File: config.mk
export PLATFORM = sky130hd
export DESIGN_NAME = millis_timer_irq
export DESIGN_NICKNAME = d
export VERILOG_FILES = /design/src/rtl/millis_timer_irq_pkg.sv /design/src/rtl/millis_cmp_wrap.sv /design/src/rtl/millis_timer_irq.sv
export SDC_FILE = /design/constraint.sdc
export NUM_CORES = 1
export LEC_CHECK = 0
export BUFFER_PORTS_ARGS = -buffer_cell sky130_fd_sc_hd__buf_2
export CAP_MARGIN = 25
export CORE_UTILIZATION = 40
export DETAILED_ROUTE_END_ITERATION = 16
export PLACE_DENSITY = 0.62
export SLEW_MARGIN = 20
export SYNTH_ARGS = -nofsm -noshare
export SYNTH_HDL_FRONTEND = slang
export SYNTH_SLANG_ARGS = --single-unit
File: constraint.sdc
create_clock -name clk -period 3.7 [get_ports clk]
set_input_delay 0.37 -clock clk [delete_from_list [all_inputs] [get_ports clk]]
set_output_delay 0.37 -clock clk [all_outputs]
set_load 0.02 [all_outputs]
File: src/rtl/millis_timer_irq_pkg.sv
`default_nettype none
// ============================================================================
//  Module   : millis_timer_irq_pkg
//  Brief    : Shared register map, CTRL bit positions and alarm state encoding
//             for the millisecond alarm timer.
//  Revision : 1.0 - initial release
// ============================================================================
package millis_timer_irq_pkg;

  // Word addresses on the register port
  localparam logic [1:0] MT_CTRL   = 2'd0;
  localparam logic [1:0] MT_CMP    = 2'd1;
  localparam logic [1:0] MT_PERIOD = 2'd2;
  localparam logic [1:0] MT_SNAP   = 2'd3;

  // CTRL bit positions
  localparam int CTRL_EN       = 0;
  localparam int CTRL_PERIODIC = 1;
  localparam int CTRL_PEND     = 2;
  localparam int CTRL_OVR      = 3;

  // Alarm state
  typedef enum logic [1:0] {
    IDLE  = 2'd0,
    ARMED = 2'd1,
    FIRED = 2'd2
  } mt_state_e;

endpackage
`default_nettype wire

File: src/rtl/millis_cmp_wrap.sv
`default_nettype none
// ============================================================================
//  Module   : millis_cmp_wrap
//  Brief    : Combinational wrap-safe "time a has reached time b" test.
//             True when (a - b) mod 2^32 lies in the non-negative half.
//  Revision : 1.0 - initial release
// ============================================================================
module millis_cmp_wrap
  import millis_timer_irq_pkg::*;
(
  input  logic [31:0] i_a,
  input  logic [31:0] i_b,
  output logic        o_reached
);

  logic [31:0] w_diff;

  assign w_diff    = i_a - i_b;
  // Sign bit clear means a is at or after b within half the counter range
  assign o_reached = (w_diff <= 32'h7FFF_FFFF);

endmodule
`default_nettype wire

File: src/rtl/millis_timer_irq.sv
`default_nettype none
// ============================================================================
//  Module   : millis_timer_irq
//  Brief    : Programmable millisecond alarm. Compares the free-running
//             millis count against CMP and raises a level interrupt; optional
//             periodic re-arm. Build option: MILLIS_TIMER_PERIODIC_EN enables
//             the PERIODIC bit, PERIOD register, re-arm adder and OVR flag.
//  Revision : 1.0 - initial release
// ============================================================================
module millis_timer_irq
  import millis_timer_irq_pkg::*;
#(
  parameter logic [31:0] PERIOD_RST = 32'd1000
) (
  input  logic        clk,
  input  logic        reset,
  input  logic [31:0] millis,
  input  logic        we,
  input  logic [1:0]  addr,
  input  logic [31:0] wdata,
  output logic [31:0] rdata,
  output logic        irq,
  input  logic        irq_ack
);

  mt_state_e   r_state;
  logic        r_en;
  logic        r_pend;
  logic [31:0] r_cmp;
  logic [31:0] r_snap;
  logic [31:0] r_rdata;

  logic        w_ctrl_wr;
  logic        w_cmp_wr;
  logic        w_disable;
  logic        w_clear;
  logic        w_hit;
  logic [31:0] w_ctrl_rd;
  logic [31:0] w_period_rd;
  logic [31:0] w_rdata;

  assign w_ctrl_wr = we && (addr == MT_CTRL);
  assign w_cmp_wr  = we && (addr == MT_CMP);
  assign w_disable = w_ctrl_wr && !wdata[CTRL_EN];
  // Acknowledge by either source only matters while an alarm is pending
  assign w_clear   = (r_state == FIRED) &&
                     (irq_ack || (w_ctrl_wr && wdata[CTRL_PEND]));

  millis_cmp_wrap u_hit_cmp (
    .i_a       (millis),
    .i_b       (r_cmp),
    .o_reached (w_hit)
  );

`ifdef MILLIS_TIMER_PERIODIC_EN
  logic        r_periodic;
  logic        r_ovr;
  logic [31:0] r_period;
  logic        w_periodic;
  logic        w_period_wr;
  logic [31:0] w_next_cmp;
  logic        w_overrun;

  assign w_period_wr = we && (addr == MT_PERIOD);
  // A CTRL write that clears the alarm also decides whether it re-arms
  assign w_periodic  = w_ctrl_wr ? wdata[CTRL_PERIODIC] : r_periodic;
  assign w_next_cmp  = r_cmp + r_period;

  millis_cmp_wrap u_ovr_cmp (
    .i_a       (millis),
    .i_b       (w_next_cmp),
    .o_reached (w_overrun)
  );

  assign w_ctrl_rd   = {28'd0, r_ovr, r_pend, r_periodic, r_en};
  assign w_period_rd = r_period;
`else
  logic w_unused_period_rst;

  assign w_unused_period_rst = ^PERIOD_RST;
  assign w_ctrl_rd   = {29'd0, r_pend, 1'b0, r_en};
  assign w_period_rd = 32'd0;
`endif

  // Read mux, captured into rdata on the next edge
  always_comb begin
    w_rdata = 32'd0;
    case (addr)
      MT_CTRL:   w_rdata = w_ctrl_rd;
      MT_CMP:    w_rdata = r_cmp;
      MT_PERIOD: w_rdata = w_period_rd;
      MT_SNAP:   w_rdata = r_snap;
      default:   w_rdata = 32'd0;
    endcase
  end

  // Register file and alarm FSM; later branches only apply when no higher
  // priority event (disable, clear, hit) claimed this edge
  always_ff @(posedge clk or posedge reset) begin
    if (reset) begin
      r_state    <= IDLE;
      r_en       <= 1'b0;
      r_pend     <= 1'b0;
      r_cmp      <= 32'd0;
      r_snap     <= 32'd0;
      r_rdata    <= 32'd0;
`ifdef MILLIS_TIMER_PERIODIC_EN
      r_periodic <= 1'b0;
      r_ovr      <= 1'b0;
      r_period   <= PERIOD_RST;
`endif
    end else begin
      r_rdata <= w_rdata;

      if (w_cmp_wr) r_cmp <= wdata;
      if (w_ctrl_wr) r_en <= wdata[CTRL_EN];
`ifdef MILLIS_TIMER_PERIODIC_EN
      if (w_period_wr) r_period <= wdata;
      if (w_ctrl_wr) begin
        r_periodic <= wdata[CTRL_PERIODIC];
        if (wdata[CTRL_OVR]) r_ovr <= 1'b0;
      end
`endif

      if (w_disable) begin
        r_state <= IDLE;
        r_pend  <= 1'b0;
      end else if (w_clear) begin
        r_pend <= 1'b0;
`ifdef MILLIS_TIMER_PERIODIC_EN
        if (w_periodic) begin
          r_cmp   <= w_next_cmp;
          r_state <= ARMED;
          if (w_overrun) r_ovr <= 1'b1;
        end else begin
          r_en    <= 1'b0;
          r_state <= IDLE;
        end
`else
        r_en    <= 1'b0;
        r_state <= IDLE;
`endif
      end else if ((r_state == ARMED) && w_hit) begin
        r_state <= FIRED;
        r_pend  <= 1'b1;
        r_snap  <= millis;
      end else if ((r_state == IDLE) && w_ctrl_wr && wdata[CTRL_EN]) begin
        r_state <= ARMED;
      end
    end
  end

  assign rdata = r_rdata;
  assign irq   = r_pend;

endmodule
`default_nettype wire

Yosys cells after proc, flatten, opt, wreduce, memory -nomap -nowiden
Cells that the tools add are included.
{ "op_classes": {"n_lt_le_gt_ge": 1, "add_sub_neg": 1, "n_eq_ne": 5, "reduce_logical": 15, "bitwise": 2, "muxes": 11} }
{ "op_table": {"columns": ["operator", "n"], "rows": [
  ["$pmux W32 S4", 1],
  ["$le A32 B31 Y1 const B", 1],
  ["$sub A32 B32 Y32", 1],
  ["$logic_and A1 B1 Y1", 8],
  ["$mux W2", 4],
  ["$eq A2 B2 Y1 const B", 3],
  ["$mux W1", 6],
  ["$eq A2 B1 Y1 const B", 2],
  ["$logic_not A2 Y1", 2],
  ["$reduce_bool A4 Y1", 1],
  ["$reduce_and A3 Y1", 1],
  ["$reduce_bool A3 Y1", 1],
  ["$not A1 Y1", 2],
  ["$logic_not A1 Y1", 1],
  ["$logic_or A1 B1 Y1", 1]
]} }
{ "word_totals": {"regBits": 100, "elab_cells": 41} }

Depth between registers and ports, before layout
{ "depth": {"ltp_word": 8, "mapped_depth": 10, "mapped_depth_nobuf": 9} }

Modules after synthesis
Synthesis repeated with hierarchy kept, for this count alone.
{ "hier_totals": {"cells_unflattened": 373, "area_unflattened_um2": 4901.0} }
{ "modules_own_cells": {"columns": ["module", "area_per_inst_um2", "cells_each", "n_inst"], "rows": [
  ["millis_timer_irq", 4097.7, 261, 1],
  ["millis_cmp_wrap", 803.3, 112, 1]
]} }

Least setup slack after synthesis
No wires, ideal clock.
{ "synth_timing": {"kind": "in2reg", "from": "input millis[4]", "to": "register r_snap[10]", "required_time_ps": 3573, "arrival_time_ps": 2454, "cell_stages": 9, "path_slack_ps": 1119, "setup_ps": 127, "cell_sequence": "ha_1 a211oi_1 nor2_1 o31ai_1 a211oi_2 or3_1 a21oi_4 buf_6 mux2_1"} }
{ "synth_between": {"elab_chain_cells": 4} }
{ "synth_lines": {"columns": ["element", "line_no", "rtl"], "rows": [
  ["start, declared", "millis_timer_irq.sv:17", "input logic [31:0] millis,"],
  ["$sub A32 B32 Y32", "millis_cmp_wrap.sv:18", "assign w_diff = i_a - i_b;"],
  ["$le A32 B31 Y1", "millis_cmp_wrap.sv:20", "assign o_reached = (w_diff <= 32'h7FFF_FFFF);"],
  ["$logic_and A1 B1 Y1", "millis_timer_irq.sv:143", "end else if ((r_state == ARMED) && w_hit) begin"],
  ["$reduce_and A3 Y1 (no source line)", null, null],
  ["end signal, assigned", "millis_timer_irq.sv:146", "r_snap <= millis;"],
  ["end, declared", "millis_timer_irq.sv:30", "logic [31:0] r_snap;"]
]} }
No other way between the ends.
A chain may end at the register's enable or synchronous reset.

Final worst setup path
{ "layout_timing": {"from": "register r_cmp[4]", "to": "register r_snap[0]"} }
{ "layout_between": {"elab_chain_cells": 4} }
{ "layout_lines": {"columns": ["element", "line_no", "rtl"], "rows": [
  ["start, declared", "millis_timer_irq.sv:29", "logic [31:0] r_cmp;"],
  ["start signal, assigned", "millis_timer_irq.sv:115", "if (w_cmp_wr) r_cmp <= wdata;"],
  ["$sub A32 B32 Y32", "millis_cmp_wrap.sv:18", null],
  ["$le A32 B31 Y1", "millis_cmp_wrap.sv:20", null],
  ["$logic_and A1 B1 Y1", "millis_timer_irq.sv:143", null],
  ["$reduce_and A3 Y1 (no source line)", null, null]
]} }
No other way between the ends.

==> results.ini <==
[final_layout]
fin_area_um2 = 5710
antenna_cells = 0
fin_util_pct = 49.8
syn_to_final_growth_pct = 20.6
fin_cells = 627
nNetsFinal = 580
drive_gt1_share_pct = 33.3

[cts]
numCtsBuffers = 9
clk_pin_slew_worst_paths_ns = 0.07
cts_buffer_depth = 2
holdBufCountCts = 0
insertion_delay_ns = 0.35
htree_levels = 3
cts_resized = 0
cts_root_buf = clkbuf_16
cts_num_sinks = 100
cts_setup_buffers = 0
cts_tree = yes

[yosys]
syn_area_per_cell_um2 = 12.6
synth_nets = 477
synth_commonest_cells = dfrtp_1 (100), mux2_2 (36), inv_1 (35), ha_1 (31)
syn_area_um2 = 4740
netlist-cell-type-count = 36
synth.most_common_cell = dfrtp_1
synthArstFlopShare_pct = 100
synthTopCellsByArea = dfrtp_1 (53%), mux2_2 (8.6%), ha_1 (8.2%), mux2_1 (6.7%), mux2i_1 (6.3%)
yosys_warnings = 0
synthCells = 376
ys.flop_type = dfrtp_1
synth-edff-count = 0
synth_seq_cells = 100
netlist.area_leader.share_pct = 52.8
yosysTopAreaCell = dfrtp_1
yosysSeqAreaShare_pct = 52.8

[sta]
worst_pin_slew_ns = 0.865
max_freq_mhz = 326
finalClockSkew_ns = 0.00834
setup_ws_ns = 0.631
hold_viol_final = 0
grt_setup_unrepaired = false
finalSetupViolations = 0
period_needed_ns = 3.07
drv_slew = 0
final.setup.tns_ns = 0
hold_ws_ns = 0.217
max_slew_margin_pct = 42.3
period_share_pct = 82.9

[setup_path]
endpoint = r_snap[0]$_DFFE_PP0P_
arrival_ns = 3.29
r2r_setup_slack_ns = 0.63
critPathLaunch = r_cmp[4]$_DFFE_PP0P_
path_buf_inv = 2
regToRegStartpoint = r_cmp[4]$_DFFE_PP0P_
critPathRequiredTime_ns = 3.92
crit_path_end_kind = flop
crit_chain = inv_1 > ha_1 > a211oi_1 > nor2_1 > o31ai_1 > a211oi_2 > or3_1 > a21oi_4 > buf_12 > mux2_1
cp-start-kind = flop
crit_fanout = 25
r2r_cells = 10
cp_num_cells = 10
r2r-end = r_snap[0]$_DFFE_PP0P_
crit_family = compound AO/OA/AOI/OAI gates
max_stage_delay_ns = 0.42
criticalPathCategory = flop to flop
critPathSlowestCell = or3_1

[die]
coreArea_um2 = 11500
initial_core_util_pct = 41.3
die_x_um = 111
die_h_um = 111
ios = 103
rows = 39
die-area_um2 = 12300

[power_and_ir_drop]
pwr-share-comb_pct = 27.0
p_int_mw = 2.44
seqPwrFrac_pct = 45.9
power_mw = 3.50
switching_share_pct = 30.4
p_leak_nw = 2.89
p_switching_mw = 1.06
powerDensity_nw_per_um2 = 614
irDropWorstVdd_v = 0.000342
clkPwrFrac_pct = 27.1

[hold_path]
hp-class = primary input to async pin

[routing]
met2_wirelength_um = 4580
route.met3.wl_um = 505
via_per_inst = 4.97
antenna_left = 0
met1_length_um = 4470
dr.pass1.iters = 4
highest_layer = met4
vias = 3114
detail_route.wl_per_cell_um = 15.4
wl_um = 9680
drc = 0
drt_iter0_markers = 108

[placement]
dp_slack_ns = 0.523
dpl_cell_area_um2 = 5410
finalWeightedCongestion = 0.785
dp_hpwl_um = 6910
port_buffers = 102
dp.cells = 611

[grt]
grt-ovfl-total = 0
grt_pass1_wl_um = 16400
grt_antenna_before_repair = 0
first_global_vias = 3383
grt_max_degree = 73
grtUsageTotal_pct = 17.1

[status]
status = finished, final reports clean

[job]
cap_violations = 0

power groups by stage:
| stage | Combinational (mW) | Clock, mW | Sequential [mW] |
|---|---|---|---|
| 3_5_place_dp | 0.963 | 0 | 1.63 |
| 3_3_place_gp | 0.937 | 0 | 1.62 |
| 4_1_cts | 0.968 | 0.974 | 1.61 |
| 6_report | 0.946 | 0.951 | 1.61 |
| 2_1_floorplan | 0.614 | 0 | 1.68 |
| 5_1_grt | 1.06 | 1.01 | 1.65 |
how the worst min path moves through the flow:
stage / start / endpoint / slack, ns / depth (start not counted)
CTS: wdata[25] / r_cmp[25]$_DFFE_PP0P_ / 0.24 / 2
global route: wdata[8] / r_cmp[8]$_DFFE_PP0P_ / 0.25 / 2
global placement: r_snap[0]$_DFFE_PP0P_ / r_snap[0]$_DFFE_PP0P_ / 0.46 / 1
detailed placement: r_snap[7]$_DFFE_PP0P_ / r_snap[7]$_DFFE_PP0P_ / 0.47 / 1
floorplan: r_snap[0]$_DFFE_PP0P_ / r_snap[0]$_DFFE_PP0P_ / 0.45 / 1
finish: reset / rdata[11]$_DFF_PP0_ / 0.22 / 2
layout make-up:
class,instances,area (um2)
clock buffer,10,239
clock inverter,6,63.8
fill,1021,5760
inverter,35,134
multi-input combinational,227,2030
sequential,100,2500
tap,143,179
timing repair buffer,106,566
layout by cell type, fill, tap and decap left out, types with 3 or more instances in the layout:
cell	n
ha_1	31
nand4_1	6
buf_2	102
nor2b_1	30
o21ai_0	8
clkbuf_16	9
mux2_2	36
nand2_1	9
nor2_1	7
mux2_1	28
mux2i_1	30
a21oi_1	14
dfrtp_1	100
inv_1	34
a21o_1	3
metal layers:
layer / vias up / track usage, %
met4: 0 / 5.69
li1: 1499 / -
met1: 1522 / 21.7
met3: 11 / 4.43
met5: - / 0
met2: 82 / 28.3
flip-flops by register name (all words and copies together) (netlist names):
register	count
r_cmp	32
r_snap	32
rdata	32
r_state	2
irq	1
r_en	1
cell families after synthesis:
group           synth area share [%]
compound gates                  5.39
fa+ha+maj                       8.19
xor+xnor                       0.370
buf+inv                         4.36
simple gates                    7.29
mux                             21.6
flops                           52.8
Note: power is estimated with default switching activity, not from simulation.
